--- config.mk ---
export PLATFORM = sky130hd
export DESIGN_NAME = seq_detect_ctrl
export DESIGN_NICKNAME = d
export VERILOG_FILES = /design/src/rtl/seq_det_pkg.sv /design/src/rtl/seq_match_core.sv /design/src/rtl/seq_detect_ctrl.sv
export SDC_FILE = /design/constraint.sdc
export NUM_CORES = 1
export LEC_CHECK = 0
export CELL_PAD_IN_SITES_DETAIL_PLACEMENT = 1
export CELL_PAD_IN_SITES_GLOBAL_PLACEMENT = 2
export CORE_AREA = 2 2 94 96
export DETAILED_ROUTE_END_ITERATION = 12
export DIE_AREA = 0 0 96 98
export GPL_TIMING_DRIVEN = 0
export PLACE_DENSITY = 0.83
export SLEW_MARGIN = 5
export SYNTH_ARGS = -nofsm -noshare
export SYNTH_HDL_FRONTEND = slang
export SYNTH_SLANG_ARGS = --single-unit
--- constraint.sdc ---
create_clock -name clk -period 2.97 [get_ports clk]
set_input_delay 0.4455 -clock clk [delete_from_list [all_inputs] [get_ports clk]]
set_output_delay 0.4455 -clock clk [all_outputs]
set_load 0.02 [all_outputs]
--- src/rtl/seq_det_pkg.sv ---
// Shared definitions for the serial pattern detector.
// Contents:
//   ctrl_state_e : controller FSM encoding (idle / armed / shifting)
//   clamp_len()  : forces a requested pattern length into 1..max_len
package seq_det_pkg;

  typedef enum logic [1:0] {
    StIdle  = 2'd0,
    StArmed = 2'd1,
    StShift = 2'd2
  } ctrl_state_e;

  // Zero is treated as 1 so the matcher always compares at least one bit.
  function automatic int unsigned clamp_len(input int unsigned len, input int unsigned max_len);
    if (len == 0) return 1;
    if (len > max_len) return max_len;
    return len;
  endfunction

endpackage

--- src/rtl/seq_match_core.sv ---
// Overlapping Mealy matcher: bit history, fill level, compare, registered match
// pulse and saturating match counter.
// Ports:
//   clk, rst_n   : clock, asynchronous active-low reset
//   bit_valid    : bit_x carries a serial bit this cycle
//   bit_x        : serial bit
//   pattern, len : pattern and clamped length (1..PAT_W); bit [len-1] meets the oldest bit
//   clear        : zero count, history and fill; suppresses a same-cycle hit
//   restart      : zero history and fill only
//   match        : registered pulse one cycle after the completing bit
//   match_count  : saturating number of matches
//   count_next   : value match_count takes on the next edge
module seq_match_core #(
  parameter int unsigned PAT_W = 4,
  parameter int unsigned CNT_W = 16,
  parameter int unsigned LEN_W = $clog2(PAT_W) + 1
) (
  input  logic             clk,
  input  logic             rst_n,
  input  logic             bit_valid,
  input  logic             bit_x,
  input  logic [PAT_W-1:0] pattern,
  input  logic [LEN_W-1:0] len,
  input  logic             clear,
  input  logic             restart,
  output logic             match,
  output logic [CNT_W-1:0] match_count,
  output logic [CNT_W-1:0] count_next
);

  logic [PAT_W-2:0] hist_q, hist_d;
  logic [LEN_W-1:0] fill_q, fill_d;
  logic [CNT_W-1:0] count_q, count_d;
  logic             match_q, match_d;
  logic [PAT_W-1:0] window, mask;
  logic [LEN_W:0]   fill_p1;
  logic             hit;

  always_comb begin
    window  = {hist_q, bit_x};
    mask    = '0;
    for (int i = 0; i < PAT_W; i++) begin
      mask[i] = (LEN_W'(i) < len);
    end
    // The incoming bit counts towards the window, so len-1 stored bits suffice.
    fill_p1 = {1'b0, fill_q} + (LEN_W + 1)'(1);
    hit     = bit_valid && ((window & mask) == (pattern & mask)) && (fill_p1 >= {1'b0, len});

    hist_d  = hist_q;
    fill_d  = fill_q;
    count_d = count_q;
    match_d = hit;
    if (bit_valid) begin
      hist_d = window[PAT_W-2:0];
      if (fill_q != LEN_W'(PAT_W)) fill_d = fill_q + LEN_W'(1);
    end
    if (hit && (count_q != '1)) count_d = count_q + CNT_W'(1);
    if (restart) begin
      hist_d = '0;
      fill_d = '0;
    end
    if (clear) begin
      hist_d  = '0;
      fill_d  = '0;
      count_d = '0;
      match_d = 1'b0;
    end
  end

  always_ff @(posedge clk or negedge rst_n) begin
    if (!rst_n) begin
      hist_q  <= '0;
      fill_q  <= '0;
      count_q <= '0;
      match_q <= 1'b0;
    end else begin
      hist_q  <= hist_d;
      fill_q  <= fill_d;
      count_q <= count_d;
      match_q <= match_d;
    end
  end

  assign match       = match_q;
  assign match_count = count_q;
  assign count_next  = count_d;

endmodule

--- src/rtl/seq_detect_ctrl.sv ---
// Streaming controller: accepts words over valid/ready, serialises them MSB-first
// into seq_match_core and raises an optional threshold interrupt.
// Build option: define SEQ_CTRL_IRQ_EN to enable the sticky irq; otherwise irq is 0
// and cfg_thresh / irq_ack are ignored.
// Ports:
//   clk, rst_n                     : clock, asynchronous active-low reset
//   cfg_start / cfg_stop / cfg_clear : arm (idle only) / return to idle / zero count+history
//   cfg_pattern, cfg_len           : pattern and length, latched on start
//   cfg_thresh, irq_ack            : irq threshold and acknowledge
//   in_valid, in_ready, in_data    : word handshake
//   busy, bit_x, bit_valid         : FSM not idle, serial bit tap
//   match, match_count, irq        : detection outputs
module seq_detect_ctrl
  import seq_det_pkg::*;
#(
  parameter int unsigned WORD_W = 8,
  parameter int unsigned PAT_W  = 4,
  parameter int unsigned CNT_W  = 16
) (
  input  logic                     clk,
  input  logic                     rst_n,
  input  logic                     cfg_start,
  input  logic                     cfg_stop,
  input  logic                     cfg_clear,
  input  logic [PAT_W-1:0]         cfg_pattern,
  input  logic [$clog2(PAT_W):0]   cfg_len,
  input  logic [CNT_W-1:0]         cfg_thresh,
  input  logic                     irq_ack,
  input  logic                     in_valid,
  output logic                     in_ready,
  input  logic [WORD_W-1:0]        in_data,
  output logic                     busy,
  output logic                     bit_x,
  output logic                     bit_valid,
  output logic                     match,
  output logic [CNT_W-1:0]         match_count,
  output logic                     irq
);

  localparam int unsigned LEN_W = $clog2(PAT_W) + 1;
  localparam int unsigned IDX_W = $clog2(WORD_W);

  ctrl_state_e       state_q, state_d;
  logic [PAT_W-1:0]  pattern_q, pattern_d;
  logic [LEN_W-1:0]  len_q, len_d;
  logic [WORD_W-1:0] word_q, word_d;
  logic [IDX_W-1:0]  idx_q, idx_d;
  logic              stop_q, stop_d;
  logic              restart;
  logic [CNT_W-1:0]  count_next;

  always_comb begin
    state_d   = state_q;
    pattern_d = pattern_q;
    len_d     = len_q;
    word_d    = word_q;
    idx_d     = idx_q;
    stop_d    = stop_q;
    restart   = 1'b0;
    in_ready  = 1'b0;
    bit_valid = 1'b0;
    bit_x     = 1'b0;
    busy      = (state_q != StIdle);
    unique case (state_q)
      StIdle: begin
        if (cfg_start) begin
          state_d   = StArmed;
          pattern_d = cfg_pattern;
          len_d     = LEN_W'(clamp_len(32'(cfg_len), PAT_W));
          restart   = 1'b1;
        end
      end
      StArmed: begin
        // A stop request wins over a pending word.
        in_ready = !cfg_stop;
        if (cfg_stop) begin
          state_d = StIdle;
        end else if (in_valid) begin
          word_d  = in_data;
          idx_d   = IDX_W'(WORD_W - 1);
          stop_d  = 1'b0;
          state_d = StShift;
        end
      end
      StShift: begin
        bit_valid = 1'b1;
        bit_x     = word_q[idx_q];
        // Stop is deferred until the word has been fully shifted.
        if (cfg_stop) stop_d = 1'b1;
        if (idx_q == '0) begin
          state_d = (stop_q || cfg_stop) ? StIdle : StArmed;
          stop_d  = 1'b0;
        end else begin
          idx_d = idx_q - IDX_W'(1);
        end
      end
      default: state_d = StIdle;
    endcase
  end

  always_ff @(posedge clk or negedge rst_n) begin
    if (!rst_n) begin
      state_q   <= StIdle;
      pattern_q <= '0;
      len_q     <= LEN_W'(1);
      word_q    <= '0;
      idx_q     <= '0;
      stop_q    <= 1'b0;
    end else begin
      state_q   <= state_d;
      pattern_q <= pattern_d;
      len_q     <= len_d;
      word_q    <= word_d;
      idx_q     <= idx_d;
      stop_q    <= stop_d;
    end
  end

  seq_match_core #(
    .PAT_W (PAT_W),
    .CNT_W (CNT_W),
    .LEN_W (LEN_W)
  ) u_core (
    .clk         (clk),
    .rst_n       (rst_n),
    .bit_valid   (bit_valid),
    .bit_x       (bit_x),
    .pattern     (pattern_q),
    .len         (len_q),
    .clear       (cfg_clear),
    .restart     (restart),
    .match       (match),
    .match_count (match_count),
    .count_next  (count_next)
  );

`ifdef SEQ_CTRL_IRQ_EN
  logic irq_q, irq_set;

  // Fires only on the edge where the count actually steps onto the threshold.
  assign irq_set = (cfg_thresh != '0) && (count_next == cfg_thresh) &&
                   (count_next != match_count);

  always_ff @(posedge clk or negedge rst_n) begin
    if (!rst_n) irq_q <= 1'b0;
    else        irq_q <= irq_set | (irq_q & ~irq_ack);
  end

  assign irq = irq_q;
`else
  logic unused_irq_inputs;
  assign unused_irq_inputs = ^{cfg_thresh, irq_ack, count_next};
  assign irq = 1'b0;
`endif

endmodule

==> insert_results.sql, run 1 <==
INSERT INTO impl_metrics (metric_group, metric, value, unit) VALUES
('status', 'status', 'finished, final reports clean', ''),
('synthesis', 'synth_enable_flop_cells', '0', ''),
('timing', 'fmax', '0.3669', 'GHz'),
('timing', 'grt_setup_unrepaired', 'no', ''),
('clock_tree', 'clock_latency', '0.31', 'ns'),
('global_routing', 'track_usage', '13.41', '%'),
('synthesis', 'netlist_area', '2370', 'um2'),
('finish', 'layout-drive-gt1-share', '12.00', '%'),
('synthesis', 'synth.area.top_cells', 'sky130_fd_sc_hd__dfrtp_1 45%, sky130_fd_sc_hd__nand2_1 6.8%, sky130_fd_sc_hd__mux2_2 4.3%', ''),
('clock_tree', 'cts.sink_count', '44', ''),
('clock_tree', 'cts_max_level', '2', ''),
('drt', 'routed_wire_length_per_instance', '14.80', 'um'),
('setup_path', 'critical_path.max_stage_delay', '0.45', 'ns'),
('floorplan', 'floorplan.io_pins', '60', ''),
('synthesis', 'synth_top_area_cell', 'sky130_fd_sc_hd__dfrtp_1', ''),
('clock_tree', 'buffer_depth_of_the_longest_clock_path', '2', ''),
('drt', 'vias_per_cell', '4.949', ''),
('clock_tree', 'cts_inserted_buffers', '5', ''),
('setup_path', 'crit_path_top_delay_cell', 'sky130_fd_sc_hd__dfrtp_2', ''),
('setup_path', 'timing.critical_path.fanout_max', '10', ''),
('hold_path', 'hp-class', 'in -> async', ''),
('setup_path', 'regToRegEndpoint', 'u_core.match_count[9]$_DFFE_PN0P_', ''),
('global_routing', 'gr-usage-met1', '17.44', '%'),
('drt', 'vias', '2019', ''),
('drt', 'final_antenna_net_count', '0', ''),
('place', 'place.detailed.hpwl', '4.478', 'mm'),
('power', 'powerDensity', '627.2', 'nW/um2'),
('setup_path', 'timing.critical_path.from_type', 'register', ''),
('setup_path', 'critical_path_required', '3.17', 'ns'),
('floorplan', 'placeableCoreArea', '8466', 'um2'),
('synthesis', 'postSynthRegisterBits', '44', ''),
('synthesis', 'synth-warning-count', '0', ''),
('timing', 'finalHoldViolations', '0', ''),
('finish', 'finish.net_count', '345', ''),
('setup_path', 'worst_setup_path_end_kind', 'register', ''),
('timing', 'timing_worst_slew_pin_value', '0.5636', 'ns'),
('setup_path', 'timing.critical_path.max_delay_family', 'adder cells', ''),
('setup_path', 'crit_buf_inv', '1', ''),
('finish', 'mostFrequentLayoutCell', 'sky130_fd_sc_hd__nand2_1', ''),
('synthesis', 'mappedNetlistNets', '296', ''),
('finish', 'most_frequent_cells_in_the_layout', '43 x sky130_fd_sc_hd__nand2_1, 42 x sky130_fd_sc_hd__dfrtp_1, 40 x sky130_fd_sc_hd__clkdlybuf4s50_1, 18 x sky130_fd_sc_hd__a21oi_1, 16 x sky130_fd_sc_hd__nor2_1', ''),
('synthesis', 'post_synth_inst_count', '250', ''),
('synthesis', 'seq_area_frac_synth', '46.52', '%'),
('setup_path', 'data_arrival_time_of_the_worst_path', '2.93', 'ns'),
('setup_path', 'regToRegStartpoint', 'u_core.fill_q[0]$_DFFE_PN0P_', ''),
('global_routing', 'global_route_hottest_layer', 'met2', ''),
('global_routing', 'number_of_antenna_violations_at_the_first_check_in_global_routing', '0', ''),
('synthesis', 'synth_cell_types', '49', ''),
('power', 'p_total', '1909', 'uW'),
('global_routing', 'grt_remaining_overflow', '0', ''),
('power', 'leakagePower', '0.001238', 'uW'),
('power', 'ir_drop', '0.3769', 'mV'),
('floorplan', 'floorplan.die_area', '9408', 'um2'),
('place', 'io_buffers', '41', ''),
('setup_path', 'reg2reg_slack', '0.24', 'ns'),
('global_routing', 'largest_net_degree_at_the_start_of_global_routing', '24', ''),
('timing', 'fin_worst_skew', '0.009610', 'ns'),
('synthesis', 'synthesis.area_per_instance', '9.479', 'um2'),
('drt', 'routed_wirelength', '6.039', 'mm'),
('clock_tree', 'clock_tree_from_tritoncts', 'done', ''),
('floorplan', 'initial_core_util', '27.99', '%'),
('place', 'routabilityCongestion', '0.7812', ''),
('floorplan', 'rows', '34', ''),
('finish', 'area_growth_syn_to_layout', '28.41', '%'),
('finish', 'final_core_utilization', '35.94', '%'),
('drt', 'drt_pass1_iterations', '4', ''),
('clock_tree', 'clk_pin_slew', '0.09', 'ns'),
('timing', 'fin_crit_sh', '91.76', '%'),
('setup_path', 'timing.setup.critical_path_class', 'reg -> reg', ''),
('global_routing', 'groute.layer.met2.usage', '22.06', '%'),
('drt', 'detail_route.iter0.violations', '46', '');
layout make-up:
cell class,count,area [um2],share of cell area [%]
Buffer,13,76.32,2.508
Clock buffer,7,86.33,2.837
Inverter,10,37.54,1.234
Timing Repair Buffer,42,425.4,13.98
Sequential cell,44,1104,36.27
Multi-Input combinational cell,183,1171,38.49
Clock inverter,1,7.507,0.2467
Tap cell,108,135.1,4.441
routing by layer:
layer | part of all wire (%) | up-vias | wire, um
met4 | 1.3 | 0 | 79
met2 | 48 | 33 | 2924
met5 | 0 | - | 0
li1 | - | 985 | -
met3 | 3.3 | 7 | 197
met1 | 47 | 994 | 2837
sequential cells by signal (all words and copies together), names as in the netlist:
register,count
stop_q,1
u_core.match,1
len_q,3
idx_q,3
pattern_q,4
u_core.hist_q,3
u_core.fill_q,3
state_q,2
word_q,8
u_core.match_count,16
power breakdown:
group / total (uW) / switching, uW / leakage [uW] / internal, uW
Sequential: 869 / 125 / 0.000567 / 744
Clock: 406 / 216 / 0.0000445 / 189
Combinational: 634 / 336 / 0.000626 / 298
cell families after synthesis:
group / share of synthesized area [%]
AO/OA/AOI/OAI: 12.25
XOR/XNOR: 1.848
adder cells (fa/ha/maj): 4.224
buffers and inverters: 4.804
flip-flops: 46.52
multiplexers: 6.547
other: 0.1582
AND/OR/NAND/NOR: 23.65
how the worst min path moves through the flow:
| stage | start | to | slack (ns) | cells after the start |
|---|---|---|---|---|
| floorplan | rst_n | idx_q[0]$_DFFE_PN0P_ | 0.15 | 0 |
| global placement | word_q[4]$_DFFE_PN0P_ | word_q[4]$_DFFE_PN0P_ | 0.46 | 2 |
| detailed placement | rst_n | u_core.fill_q[1]$_DFFE_PN0P_ | 0.47 | 1 |
| CTS | rst_n | u_core.match_count[3]$_DFFE_PN0P_ | 0.14 | 1 |
| global route | rst_n | u_core.match_count[3]$_DFFE_PN0P_ | 0.16 | 1 |
| finish | rst_n | u_core.fill_q[1]$_DFFE_PN0P_ | 0.12 | 1 |
cell usage after synthesis (all sizes together) (6+ instances only):
| master | instances |
|---|---|
| nand3 | 6 |
| clkbuf | 7 |
| nor3 | 6 |
| o21ai | 9 |
| buf | 6 |
| mux2 | 10 |
| nand2 | 43 |
| or4 | 10 |
| dfrtp | 43 |
| inv | 10 |
| a21oi | 18 |
| nor2 | 16 |
| nor2b | 6 |
| o31ai | 8 |
| ha | 8 |
stage by stage:
step	cells	instance area (um2)	setup slack, ns	hold WS [ns]
after floorplan	250	2370	0.4111	0.1499
after global placement	399	2915	0.1315	0.4566
after detailed placement	400	2930	0.07580	0.4671
after CTS	408	3024	0.08208	0.1351
after global routing	408	3043	0.09220	0.1571
final	408	3043	0.2448	0.1184
what timing repair did:
action                     CTS  global route
resized for setup            0             4
setup endpoints to repair    0             3
hold buffers                 0             0
No activity file was read; power rests on OpenSTA's default activity.
==> run 2, diff against run 1 <==
CORE_AREA = 2 2 93 95   (was 2 2 94 96)
DIE_AREA = 0 0 95 97   (was 0 0 96 98)
MAX_ROUTING_LAYER = met4   (was unset)
SYNTH_HIERARCHICAL = 1   (was unset)
==> run 2 against run 1 <==
Synthesized cell count fell by 7.6%. Utilization is 2.6 points higher. Critical path depth is the same. Via count fell by 1.8%. Setup slack got worse by 0.15 ns. Maximum frequency shrank 5.2%. Critical path type unchanged. Highest routed layer unchanged.
==> insert_results.sql, run 2 <==
INSERT INTO impl_metrics (metric_group, metric, value, unit) VALUES
('status', 'status', 'finished, final reports clean', ''),
('clock_tree', 'clock_latency', '0.29', 'ns'),
('drt', 'routed_wirelength', '5.679', 'mm'),
('global_routing', 'number_of_antenna_violations_at_the_first_check_in_global_routing', '0', ''),
('clock_tree', 'clk_pin_slew', '0.08', 'ns'),
('place', 'placed_area', '2952', 'um2'),
('synthesis', 'ys_async_sr_fraction', '100.0', '%'),
('setup_path', 'critical_path_required', '3.18', 'ns'),
('setup_path', 'reg2reg_slack', '0.09', 'ns'),
('setup_path', 'worst_setup_path_end_kind', 'register', ''),
('hold_path', 'hp-class', 'in -> async', ''),
('setup_path', 'regToRegEndpoint', 'u_core/match_count[5]$_DFF_PN0_', ''),
('floorplan', 'floorplan.die_area', '9215', 'um2'),
('synthesis', 'yosys.area.top_type_share', '44.86', '%'),
('clock_tree', 'cts.sink_count', '44', ''),
('power', 'ir_drop', '0.3101', 'mV'),
('drt', 'routed_wire_length_per_instance', '14.49', 'um'),
('finish', 'most_frequent_cells_in_the_layout', '42 x sky130_fd_sc_hd__dfrtp_1, 39 x sky130_fd_sc_hd__clkdlybuf4s50_1, 15 x sky130_fd_sc_hd__inv_1, 15 x sky130_fd_sc_hd__a21oi_1, 14 x sky130_fd_sc_hd__nor2_1', ''),
('finish', 'layout-drive-gt1-share', '13.94', '%'),
('floorplan', 'initial_core_util', '29.49', '%'),
('power', 'sequentialPowerShare', '44.5', '%'),
('finish', 'area_growth_syn_to_layout', '30.73', '%'),
('synthesis', 'netlist_area', '2399', 'um2'),
('global_routing', 'track_usage', '12.89', '%'),
('synthesis', 'synth.top_cells.by_count', '43 x sky130_fd_sc_hd__dfrtp_1, 15 x sky130_fd_sc_hd__a21oi_1, 15 x sky130_fd_sc_hd__inv_1, 15 x sky130_fd_sc_hd__nor2_1, 12 x sky130_fd_sc_hd__o31ai_1', ''),
('setup_path', 'timing.critical_path.fanout_max', '5', ''),
('synthesis', 'seq_area_frac_synth', '45.96', '%'),
('setup_path', 'timing.critical_path.from_type', 'register', ''),
('synthesis', 'synth_cell_types', '47', ''),
('timing', 'final-setup-viol-count', '0', ''),
('drt', 'vias', '1983', ''),
('global_routing', 'grt_remaining_overflow', '0', ''),
('setup_path', 'rr_worst_depth', '10', ''),
('setup_path', 'timing.setup.critical_path_class', 'reg -> reg', ''),
('drt', 'final_antenna_net_count', '0', ''),
('clock_tree', 'ctsRootBufferMaster', 'sky130_fd_sc_hd__clkbuf_8', ''),
('synthesis', 'synth.area.top_cells', 'sky130_fd_sc_hd__dfrtp_1 45%, sky130_fd_sc_hd__mux2_1 4.7%, sky130_fd_sc_hd__ha_1 4.2%', ''),
('global_routing', 'largest_net_degree_at_the_start_of_global_routing', '37', ''),
('power', 'power_report.internal_total', '1332', 'uW'),
('place', 'place.detailed.hpwl', '4.176', 'mm'),
('timing', 'fmax', '0.3478', 'GHz'),
('finish', 'final-instance-count-excl-fill', '392', ''),
('clock_tree', 'cts_inserted_buffers', '5', ''),
('synthesis', 'post-synth-top-count-cell', 'sky130_fd_sc_hd__dfrtp_1', ''),
('finish', 'nFillCells', '905', ''),
('timing', 'fin_crit_sh', '96.82', '%'),
('finish', 'design_area', '3136', 'um2'),
('finish', 'mostFrequentLayoutCell', 'sky130_fd_sc_hd__dfrtp_1', ''),
('floorplan', 'die_height', '97', 'um'),
('job', 'max_cap_violations', '0', ''),
('synthesis', 'mappedNetlistNets', '277', ''),
('power', 'power.share.switching', '33.16', '%'),
('floorplan', 'placeableCoreArea', '8134', 'um2'),
('clock_tree', 'clock_tree_from_tritoncts', 'done', ''),
('drt', 'vias_per_cell', '5.059', ''),
('floorplan', 'die_w', '95', 'um'),
('timing', 'headroom_to_the_max_slew_limit', '65.72', '%'),
('setup_path', 'regToRegStartpoint', 'idx_q[1]$_DFFE_PN0P_', ''),
('timing', 'final-max-slew-violation-count', '0', ''),
('floorplan', 'rows', '33', ''),
('timing', 'finalHoldViolations', '0', ''),
('setup_path', 'data_arrival_time_of_the_worst_path', '3.08', 'ns'),
('finish', 'finish.net_count', '332', ''),
('floorplan', 'floorplan.io_pins', '60', ''),
('synthesis', 'synth_enable_flop_cells', '0', ''),
('timing', 'timing_worst_slew_pin_value', '0.5142', 'ns'),
('power', 'leakagePower', '0.001300', 'uW'),
('finish', 'diodes', '0', ''),
('synthesis', 'synthesis.area_per_instance', '10.38', 'um2'),
('power', 'powerDensity', '635.5', 'nW/um2'),
('place', 'placedCellCount', '377', ''),
('synthesis', 'synth_flop_cell', 'sky130_fd_sc_hd__dfrtp_1', ''),
('timing', 'layout_min_cycle_time', '2.875', 'ns'),
('clock_tree', 'cts_hold_repair.buffers', '0', ''),
('clock_tree', 'buffer_depth_of_the_longest_clock_path', '2', ''),
('timing', 'setup_tns', '0', 'ns'),
('setup_path', 'worstSetupStartpoint', 'idx_q[1]$_DFFE_PN0P_', ''),
('timing', 'fin_worst_skew', '0.006818', 'ns'),
('setup_path', 'cp-endpoint', 'u_core/match_count[5]$_DFF_PN0_', ''),
('drt', 'drc', '0', ''),
('drt', 'drt_pass1_iterations', '4', ''),
('place', 'io_buffers', '40', ''),
('power', 'share_comb_of_total_power', '36.2', '%'),
('power', 'clock_power_share', '19.4', '%'),
('synthesis', 'synth_top_area_cell', 'sky130_fd_sc_hd__dfrtp_1', ''),
('synthesis', 'postSynthRegisterBits', '44', ''),
('clock_tree', 'cts_max_level', '2', ''),
('place', 'routabilityCongestion', '0.8394', ''),
('finish', 'number_of_flip_flops_in_the_largest_register', '16', ''),
('finish', 'sequential_cell_area', '1104', 'um2'),
('power', 'p_switching', '660.8', 'uW'),
('synthesis', 'synth-warning-count', '6', ''),
('global_routing', 'grt_pass1_vias', '1935', ''),
('synthesis', 'post_synth_inst_count', '231', ''),
('global_routing', 'grt_first_pass_wirelength', '9.425', 'mm'),
('finish', 'multi_input_comb_area', '1207', 'um2'),
('drt', 'detail_route.iter0.violations', '102', '');
## run 2: what timing repair did
item,4_1_cts,5_1_grt
setup buffers,0,6
endpoints found under the setup margin,12,14
hold endpoints to repair,0,0
pin swaps,0,2
gates resized for setup,5,11
gates cloned,0,1
## run 2: cell type report
cell class / instances / share of cell area, %
timing repair buffer: 48 / 14.92
sequential: 44 / 35.20
buffer: 12 / 2.514
inverter: 15 / 1.796
multi-input combinational: 160 / 38.51
tap: 105 / 4.190
clock buffer: 8 / 2.873
## run 2: worst min-delay path by stage
| stage | depth (start not counted) | end | from |
|---|---|---|---|
| after floorplan | 0 | idx_q[0]$_DFFE_PN0P_ | rst_n |
| after global placement | 1 | word_q[0]$_DFFE_PN0P_ | word_q[0]$_DFFE_PN0P_ |
| after detailed placement | 1 | u_core/match_count[14]$_DFF_PN0_ | rst_n |
| after CTS | 1 | u_core/match_count[14]$_DFF_PN0_ | rst_n |
| after global routing | 1 | u_core/match_count[14]$_DFF_PN0_ | rst_n |
| final | 1 | u_core/match_count[14]$_DFF_PN0_ | rst_n |
## run 2: kinds of logic after synthesis
logic type | share of synthesized area, %
and+or+nand+nor | 17.53
DFF | 45.96
muxes | 11.27
AOI/OAI and AO/OA | 13.67
buffers and inverters | 5.060
xor gates and xnor gates | 2.191
other | 0.1563
adders and majority gates | 4.173
## run 2: stage by stage
step | power, uW | util [%] | worst slack (ns) | hold WS, ns
after floorplan | 1335 | - | 0.1124 | 0.1499
after global placement | 1524 | 36.10 | -0.07721 | 0.4628
after detailed placement | 1552 | 36.29 | -0.1035 | 0.3280
after CTS | 1963 | 37.63 | 0.03730 | 0.01132
after global routing | 2139 | 38.55 | -0.01492 | 0.01348
final | 1993 | 38.55 | 0.09450 | 0.01286
## run 2: metal layers
layer	global-route usage [%]	vias up	part of all wire, %
met1	17.55	1002	47
met5	-	-	0
li1	-	950	-
met2	20.29	29	50
met3	2.103	2	2.4
met4	2.676	0	0.70
## run 2: worst max-delay path, cell delays in order (launching register included)
cell and delay [ns]:
sky130_fd_sc_hd__dfrtp_2 0.42, sky130_fd_sc_hd__mux4_2 0.52, sky130_fd_sc_hd__nor2_2 0.14, sky130_fd_sc_hd__nor4_4 0.08, sky130_fd_sc_hd__xor2_1 0.18, sky130_fd_sc_hd__a222oi_1 0.33, sky130_fd_sc_hd__nand4_1 0.13, sky130_fd_sc_hd__buf_4 0.18
sky130_fd_sc_hd__buf_4 0.15, sky130_fd_sc_hd__or4_1 0.50, sky130_fd_sc_hd__a21oi_1 0.16
## run 2: power by group through the flow
| stage | Clock [uW] | Sequential [uW] | Combinational, uW |
|---|---|---|---|
| finish | 386 | 886 | 721 |
| detailed placement | 0 | 895 | 657 |
| CTS | 399 | 885 | 679 |
| global route | 421 | 914 | 804 |
| global placement | 0 | 890 | 634 |
| floorplan | 0 | 851 | 484 |
